$ cat src/rtl/proj_mux_ctrl.sv
// Project-select controller: tracks the selected project address,
// drives a break-before-make one-hot enable and registers its outputs.
module proj_mux_ctrl #(
    parameter int NUM_PROJ = 32,
    parameter int ADDR_W   = 5,
    parameter int SETTLE   = 2
) (
    input  logic                   clk,
    input  logic                   rst_n,
    input  logic                   sel_rst_n,
    input  logic                   sel_inc,
    input  logic                   ctrl_ena,
    input  logic                   proj_clk,
    input  logic                   proj_rst_n,
    input  logic [7:0]             ui_in,
    input  logic [7:0]             uio_in,
    output logic [17:0]            iw,
    output logic [NUM_PROJ-1:0]    ena,
    input  logic [24*NUM_PROJ-1:0] ow_all,
    output logic [7:0]             uo_out,
    output logic [7:0]             uio_out,
    output logic [7:0]             uio_oe,
    output logic [ADDR_W-1:0]      addr
);

    localparam int CW = (SETTLE > 1) ? $clog2(SETTLE) : 1;
    localparam logic [ADDR_W-1:0] LAST = ADDR_W'(NUM_PROJ - 1);

    typedef enum logic [1:0] {
        IDLE,
        SETL,
        ACTIVE
    } state_t;

    state_t            state;
    logic [CW-1:0]     cnt;
    logic [1:0]        rst_sync;
    logic [1:0]        inc_sync;
    logic [1:0]        ena_sync;
    logic              s_inc_q;
    logic              s_rst;
    logic              s_inc;
    logic              s_ena;
    logic              inc_pulse;
    logic [ADDR_W-1:0] addr_nxt;
    logic              addr_chg;
    logic [23:0]       sel_ow;

    assign iw = {uio_in, ui_in, proj_rst_n, proj_clk};

    assign s_rst     = rst_sync[1];
    assign s_inc     = inc_sync[1];
    assign s_ena     = ena_sync[1];
    assign inc_pulse = s_inc & ~s_inc_q;

    // Two-flop synchronisers for the slow pad strobes plus inc edge history
    always_ff @(posedge clk or negedge rst_n) begin
        if (!rst_n) begin
            rst_sync <= '0;
            inc_sync <= '0;
            ena_sync <= '0;
            s_inc_q  <= 1'b0;
        end else begin
            rst_sync <= {rst_sync[0], sel_rst_n};
            inc_sync <= {inc_sync[0], sel_inc};
            ena_sync <= {ena_sync[0], ctrl_ena};
            s_inc_q  <= s_inc;
        end
    end

    // Next address: pad reset wins over an increment, wrap at NUM_PROJ-1
    always_comb begin
        addr_nxt = addr;
        if (!s_rst) begin
            addr_nxt = '0;
        end else if (inc_pulse) begin
            addr_nxt = (addr == LAST) ? '0 : addr + 1'b1;
        end
    end

    assign addr_chg = (addr_nxt != addr);

    // Address register
    always_ff @(posedge clk or negedge rst_n) begin
        if (!rst_n) begin
            addr <= '0;
        end else begin
            addr <= addr_nxt;
        end
    end

    // Pick the selected wrapper's output slice
    always_comb begin
        sel_ow = '0;
        for (int p = 0; p < NUM_PROJ; p++) begin
            if (addr == ADDR_W'(p)) begin
                sel_ow = ow_all[24*p +: 24];
            end
        end
    end

    // Select FSM with registered enable and pad outputs
    always_ff @(posedge clk or negedge rst_n) begin
        if (!rst_n) begin
            state   <= IDLE;
            cnt     <= '0;
            ena     <= '0;
            uo_out  <= '0;
            uio_out <= '0;
            uio_oe  <= '0;
        end else begin
            ena     <= '0;
            uo_out  <= '0;
            uio_out <= '0;
            uio_oe  <= '0;
            unique case (state)
                IDLE: begin
                    if (s_ena) begin
                        state <= SETL;
                        cnt   <= CW'(SETTLE - 1);
                    end
                end
                SETL: begin
                    if (!s_ena) begin
                        state <= IDLE;
                    end else if (addr_chg) begin
                        cnt <= CW'(SETTLE - 1);
                    end else if (cnt == '0) begin
                        state <= ACTIVE;
                        ena   <= NUM_PROJ'(1) << addr;
                    end else begin
                        cnt <= cnt - 1'b1;
                    end
                end
                ACTIVE: begin
                    if (!s_ena) begin
                        state <= IDLE;
                    end else if (addr_chg) begin
                        state <= SETL;
                        cnt   <= CW'(SETTLE - 1);
                    end else begin
                        ena     <= ena;
                        uo_out  <= sel_ow[7:0];
                        uio_out <= sel_ow[15:8];
                        uio_oe  <= sel_ow[23:16];
                    end
                end
                default: begin
                    state <= IDLE;
                end
            endcase
        end
    end

endmodule

$ cat config.mk
export PLATFORM = sky130hd
export DESIGN_NAME = proj_mux_ctrl
export DESIGN_NICKNAME = d
export VERILOG_FILES = /design/src/rtl/proj_mux_ctrl.sv
export SDC_FILE = /design/constraint.sdc
export NUM_CORES = 1
export LEC_CHECK = 0
export ABC_AREA = 0
export CAP_MARGIN = 30
export CORE_AREA = 2 2 343 345
export DETAILED_ROUTE_END_ITERATION = 10
export DIE_AREA = 0 0 345 347
export DONT_BUFFER_PORTS = 1
export PLACE_DENSITY_LB_ADDON = 0.08
export SYNTH_ARGS = -nofsm -noshare
export SYNTH_HDL_FRONTEND = slang
export SYNTH_SLANG_ARGS = --single-unit
$ cat constraint.sdc
create_clock -name clk -period 6.3 [get_ports clk]
set_clock_uncertainty 0.15 [all_clocks]
set_input_delay 0.63 -clock clk [delete_from_list [all_inputs] [get_ports clk]]
set_output_delay 0.63 -clock clk [all_outputs]
set_load 0.1 [all_outputs]
==> flow_summary.ini, run 1 <==
[worst_setup_path]
crit_fanout = 22
startpoint_type = flip-flop
critical_path_class = flip-flop to flip-flop
r2r_cells = 10
r2r_slack_ns = 1.22
reg2reg_to = uio_oe[2]
setup.worst_path.end_class = flip-flop
cp.required_ns = 6.44
r2r_start = addr[0]
worstPathArrival_ns = 5.22

[layout]
drive_gt1_frac = 0.146
final-instance-count-excl-fill = 3161
fillers = 13600
final_nets = 2404
syn_to_final_growth_pct = 27.5
multi_input_comb_area_mm2 = 0.00859
register_area_mm2 = 0.00179

[power]
total_power_mw = 1.58
p_seq_frac = 0.308
ir_drop_mv = 0.103
intPower_mw = 0.884
combPwrFrac = 0.316
switching_power_mw = 0.700
clockPowerShare = 0.377
p_per_area_mw_per_mm2 = 111
swShare = 0.442
leakagePower_nw = 4.61

[routing]
routed_wl_um = 169000
wl_per_cell_um = 53.4
drc_errors = 0
drt_iter0_drc = 1630
ant_nets = 0
top_layer_used = met5
dr_wl_met2_um = 86000
avgViaCountPerCell = 5.16
met1_length_um = 62400
num_vias = 16300
met3_length_um = 15600
drt_first_pass_iters = 8

[status]
violations = negative hold slack
status = finished, violations left

[place]
placedCellCount = 3117
dp_hpwl_um = 144000
gp_congestion = 0.869
io_buffers = 0

[cts]
htreeDepth = 3
cts_tree = built
numClockSinks = 71
cts_setup_buffers = 0
clk_pin_slew_ns = 0.07
cts_buffer_depth = 2
clk_latency_ns = 0.41
cts_resized = 0
cts_buffers = 9
root_buffer = clkbuf_16

[synth]
syn_inst = 1624
synthesis.area_mm2 = 0.0112
async_flop_share = 1.00
synthTopCellsByArea = dfrtp_1 16%, a21oi_1 6.3%, o21ai_0 5.9%, nand2_1 5.5%, o22ai_1 5.4%
synth_ff_type = dfrtp_1
synth_top_cell_area_share = 0.159
ys_seq_area_frac = 0.159
ys_warn_count = 0
synth_top_area_cell = dfrtp_1
ys_ff_latch = 71
synth_nets = 2423
synth_edf_count = 0
synth.avg_cell_area_um2 = 6.89
ys_types = 89

[floorplan]
coreArea_mm2 = 0.116
rows = 125
boundaryPins = 870
fp.dieW_um = 345
die-area_mm2 = 0.120
start_util = 0.0967
fp.dieH_um = 347

[global_routing]
grt_use_total = 0.271
grt_pass1_vias = 16200
gr-total-overflow = 0
grt_pass1_wl_um = 208000
grt_max_degree = 72
antenna_found_initial = 86

[sta]
fin_crit_sh = 0.806
worstMarginPinSlew_ns = 1.04
rsz0062_at_grt = false
fmax_mhz = 197
setup_tns_ns = 0
finalHoldViolations = 8
slew_headroom = 0.299
setup_violations = 0
finalMaxSlewViolations = 0
finalCriticalPeriod_ns = 5.08
fin_hold_ws_ns = -0.0114

[worst_hold_path]
hold_path.class = input pin to async pin

[run]
maxCapViolations = 0
metrics by stage:
| step | worst slack, ns | cell area (um^2) | hold WS, ns | utilization |
|---|---|---|---|---|
| after CTS | 1.19 | 14200 | 0.0233 | 0.123 |
| final | 1.22 | 14300 | -0.0114 | 0.123 |
| after global routing | 1.21 | 14200 | 0.0285 | 0.123 |
| after global placement | 1.12 | 13400 | 0.188 | 0.115 |
| after detailed placement | 1.19 | 13900 | 0.188 | 0.120 |
| after floorplan | 1.82 | 11200 | 0.181 | - |
cell families (layout without fill, tap and decap cells):
group,Yosys count,in the layout,synth area share
AOI/OAI and AO/OA,777,777,0.481
and+or+nand+nor,557,557,0.259
buffers and inverters,209,195,0.0899
DFF,71,71,0.159
adders and majority gates,8,8,0.00894
muxes,2,2,0.00179
other,0,27,0
repair_timing:
item,CTS,global route
endpoints found under the setup margin,0,0
hold endpoints to repair,71,0
hold buffers,1,0
cell usage after synthesis, types with 13 or more instances:
| cell type | count |
|---|---|
| a22oi_1 | 33 |
| a22o_1 | 24 |
| dfrtp_1 | 71 |
| a31oi_1 | 22 |
| nand2_1 | 165 |
| a221oi_1 | 62 |
| clkbuf_1 | 85 |
| o221ai_1 | 37 |
| nor2_1 | 147 |
| nand2b_1 | 19 |
| nand3_1 | 41 |
| buf_4 | 27 |
| o211ai_1 | 26 |
| a21oi_1 | 141 |
| a32oi_1 | 13 |
| o21ai_0 | 132 |
| buf_2 | 66 |
| nor3_1 | 38 |
| inv_1 | 14 |
| a221o_1 | 19 |
| a211oi_1 | 28 |
| o22ai_1 | 97 |
cell usage in the layout (no fill, tap or decap), types with 37 or more instances in the layout:
master    instances
buf_4           132
o21ai_0         132
dfrtp_1          68
a21oi_1         141
nand2_1         165
nor3_1           38
a221oi_1         62
o22ai_1          97
nor2_1          145
o221ai_1         37
nand3_1          41
flip-flops by register name, indices dropped and copies added (netlist names):
register and flops:
state 2, ena_sync 2, inc_sync 2, cnt 1
ena 32, rst_sync 2, uio_out 8, addr 5
s_inc_q 1, uo_out 8, uio_oe 8
power groups by stage:
stage | clock [mW] | sequential [mW] | combinational [mW]
after floorplan | 0 | 0.500 | 0.259
after global placement | 0 | 0.502 | 0.469
after detailed placement | 0 | 0.496 | 0.482
after CTS | 0.618 | 0.487 | 0.500
after global routing | 0.621 | 0.488 | 0.515
final | 0.596 | 0.487 | 0.500
metal layers:
layer,global-route usage,vias to the layer above
met5,0,-
met2,0.495,1127
met3,0.105,246
li1,-,6455
met4,0.0661,88
met1,0.291,8410
worst max-delay path by stage:
stage,depth (start not counted),to,startpoint,slack [ns]
after global placement,10,uo_out[5],addr[1],1.12
after detailed placement,10,uio_oe[2],addr[0],1.19
after CTS,10,uio_oe[2],addr[0],1.19
final,10,uio_oe[2],addr[0],1.22
after global routing,10,uio_oe[2],addr[0],1.21
after floorplan,15,uio_oe[4],addr[1],1.82
critical path: stages (launching register included):
cell	delay (ns)
dfrtp_1	0.52
inv_1	0.22
ha_4	0.35
buf_4	0.36
nand4b_1	0.78
nand2_1	0.33
o22a_1	0.35
o2111ai_1	0.54
a21oi_1	0.38
o211ai_1	0.48
a31oi_1	0.43
cell type report:
| type | instances | area share |
|---|---|---|
| Timing Repair Buffer | 163 | 0.111 |
| Antenna cell | 27 | 0.00473 |
| Inverter | 16 | 0.00421 |
| Tap cell | 1524 | 0.134 |
| Clock inverter | 5 | 0.00237 |
| Clock buffer | 11 | 0.0170 |
| Multi-Input combinational cell | 1344 | 0.602 |
| Sequential cell | 71 | 0.125 |
(Power assumes the default switching activity.)
==> inputs of run 2 (changes only) <==
Clock period 6.3 ns to 5 ns, I/O delays scaled along.
==> flow_summary.ini, run 2 (synthesis results as in run 1) <==
[status]
status = finished, final reports clean

[layout]
drive_gt1_frac = 0.164
syn_to_final_growth_pct = 30.4
final_nets = 2442
fillers = 13500
fin_area_mm2 = 0.0146
largest_reg_flops = 32
layout_common_cells = 166 x buf_4, 165 x nand2_1, 145 x nor2_1, 140 x a21oi_1, 132 x o21ai_0
max_flop_register = ena
post-route-util = 0.126
final_common_cell = buf_4
final-instance-count-excl-fill = 3195

[global_routing]
grt_pass1_vias = 16600
top_usage_layer = met2
gr-total-overflow = 0
grt_pass1_wl_um = 206000
grt_use_total = 0.266
met1_usage = 0.301
grt_max_degree = 72
grt_util_met3 = 0.0831
antenna_found_initial = 73
grt_util_met2 = 0.482

[sta]
setup_slack_ns = 0.0702
fin_hold_ws_ns = 0.122
setup_tns_ns = 0
finalMaxSlewViolations = 0
slew_headroom = 0.265
finalHoldViolations = 0
rsz0062_at_grt = false
worstMarginPinSlew_ns = 1.10
setup_violations = 0
fin_crit_sh = 0.986
finalCriticalPeriod_ns = 4.93
fmax_mhz = 203

[routing]
wl_per_cell_um = 51.9
drc_errors = 0
routed_wl_um = 166000
avgViaCountPerCell = 5.08
drt_iter0_drc = 1519
ant_nets = 0
num_vias = 16200
drt_first_pass_iters = 7

[power]
p_per_area_mw_per_mm2 = 142
leakagePower_nw = 4.81
total_power_mw = 2.07
ir_drop_mv = 0.198

[cts]
cts_buffer_depth = 2
cts_buffers = 9
cts_tree = built
root_buffer = clkbuf_16
clk_pin_slew_ns = 0.07
cts_setup_buffers = 0
htreeDepth = 3
numClockSinks = 71
clk_latency_ns = 0.40

[run]
maxCapViolations = 0

[floorplan]
fp.dieH_um = 347
rows = 125
fp.dieW_um = 345
coreArea_mm2 = 0.116
boundaryPins = 870
start_util = 0.0967
die-area_mm2 = 0.120

[worst_setup_path]
r2r_start = addr[0]
reg2reg_to = uio_out[4]
critical_path_class = flip-flop to flip-flop
r2r_cells = 12
worstPathArrival_ns = 5.01
r2r_slack_ns = 0.07
cp.required_ns = 5.08
setup.worst_path.end_class = flip-flop
startpoint_type = flip-flop
crit_fanout = 26

[worst_hold_path]
hold_end = uio_out[2]
hold_depth = 1
hold_path.class = input pin to flip-flop
hp-start = ow_all[754]

[place]
io_buffers = 0
gp_congestion = 0.872
placedCellCount = 3149
dp_hpwl_um = 142000
place_area_mm2 = 0.0141
dp_slack_ns = -0.168
==> run 2: changes by cell type in the layout (fill, tap and decap cells not counted), moves of 2 or more <==
| cell | previous run | this run |
|---|---|---|
| buf_16 | 17 | 15 |
| buf_4 | 132 | 166 |
| diode_2 | 27 | 23 |
| buf_12 | 2 | 6 |
| dlygate4sd3_1 | 0 | 4 |
| a2111oi_1 | 1 | 3 |
==> run 2: worst max path at each step <==
stage,from,depth (start not counted),end
6_report,addr[0],12,uio_out[4]
5_1_grt,addr[2],11,uio_out[4]
4_1_cts,addr[2],11,uio_out[4]
3_5_place_dp,addr[0],11,uio_out[1]
3_3_place_gp,addr[2],9,uio_out[4]
2_1_floorplan,addr[1],15,uio_oe[4]
==> run 2: layout make-up <==
| cell class | count | area, um^2 | share of cell area |
|---|---|---|---|
| Inverter | 16 | 60.1 | 0.00412 |
| Multi-Input combinational cell | 1344 | 8600 | 0.589 |
| Timing Repair Buffer | 201 | 1880 | 0.129 |
| Antenna cell | 23 | 57.6 | 0.00394 |
| Clock inverter | 5 | 56.3 | 0.00386 |
| Clock buffer | 11 | 253 | 0.0173 |
| Sequential cell | 71 | 1790 | 0.123 |
| Tap cell | 1524 | 1910 | 0.131 |
==> run 2: worst max-delay path: stages (launching register included) <==
cell and delay (ns):
dfrtp_1 0.51, ha_4 0.53, and3_1 0.28, ha_2 0.56, inv_1 0.48, buf_16 0.29
buf_4 0.21, o21ai_0 0.64, o21ai_0 0.17, o21a_1 0.20, o21ai_0 0.35, buf_4 0.24
a31oi_1 0.10
==> run 2: repair_timing <==
action / in CTS / in global routing
gates resized for setup: 2 / 0
endpoints found under the setup margin: 1 / 0
hold buffers: 5 / 0
endpoints found under the hold margin: 74 / 0
==> run 2: where the power goes <==
part | internal (mW) | switching [mW] | leakage [nW]
logic | 0.190 | 0.463 | 3.69
clock network | 0.415 | 0.388 | 0.152
registers | 0.583 | 0.0347 | 0.963
==> run 2: metal layers <==
layer | vias to the layer above | wire length, um
li1 | 6531 | -
met1 | 8413 | 64400
met2 | 1017 | 83400
met3 | 211 | 13600
met4 | 64 | 4080
met5 | - | 418
==> inputs of run 3 (changes only) <==
Settings changed: SKIP_LAST_GASP set to 1.
==> results of run 3 <==
The final DEF is identical to that of run 2; final timing and power are the same.
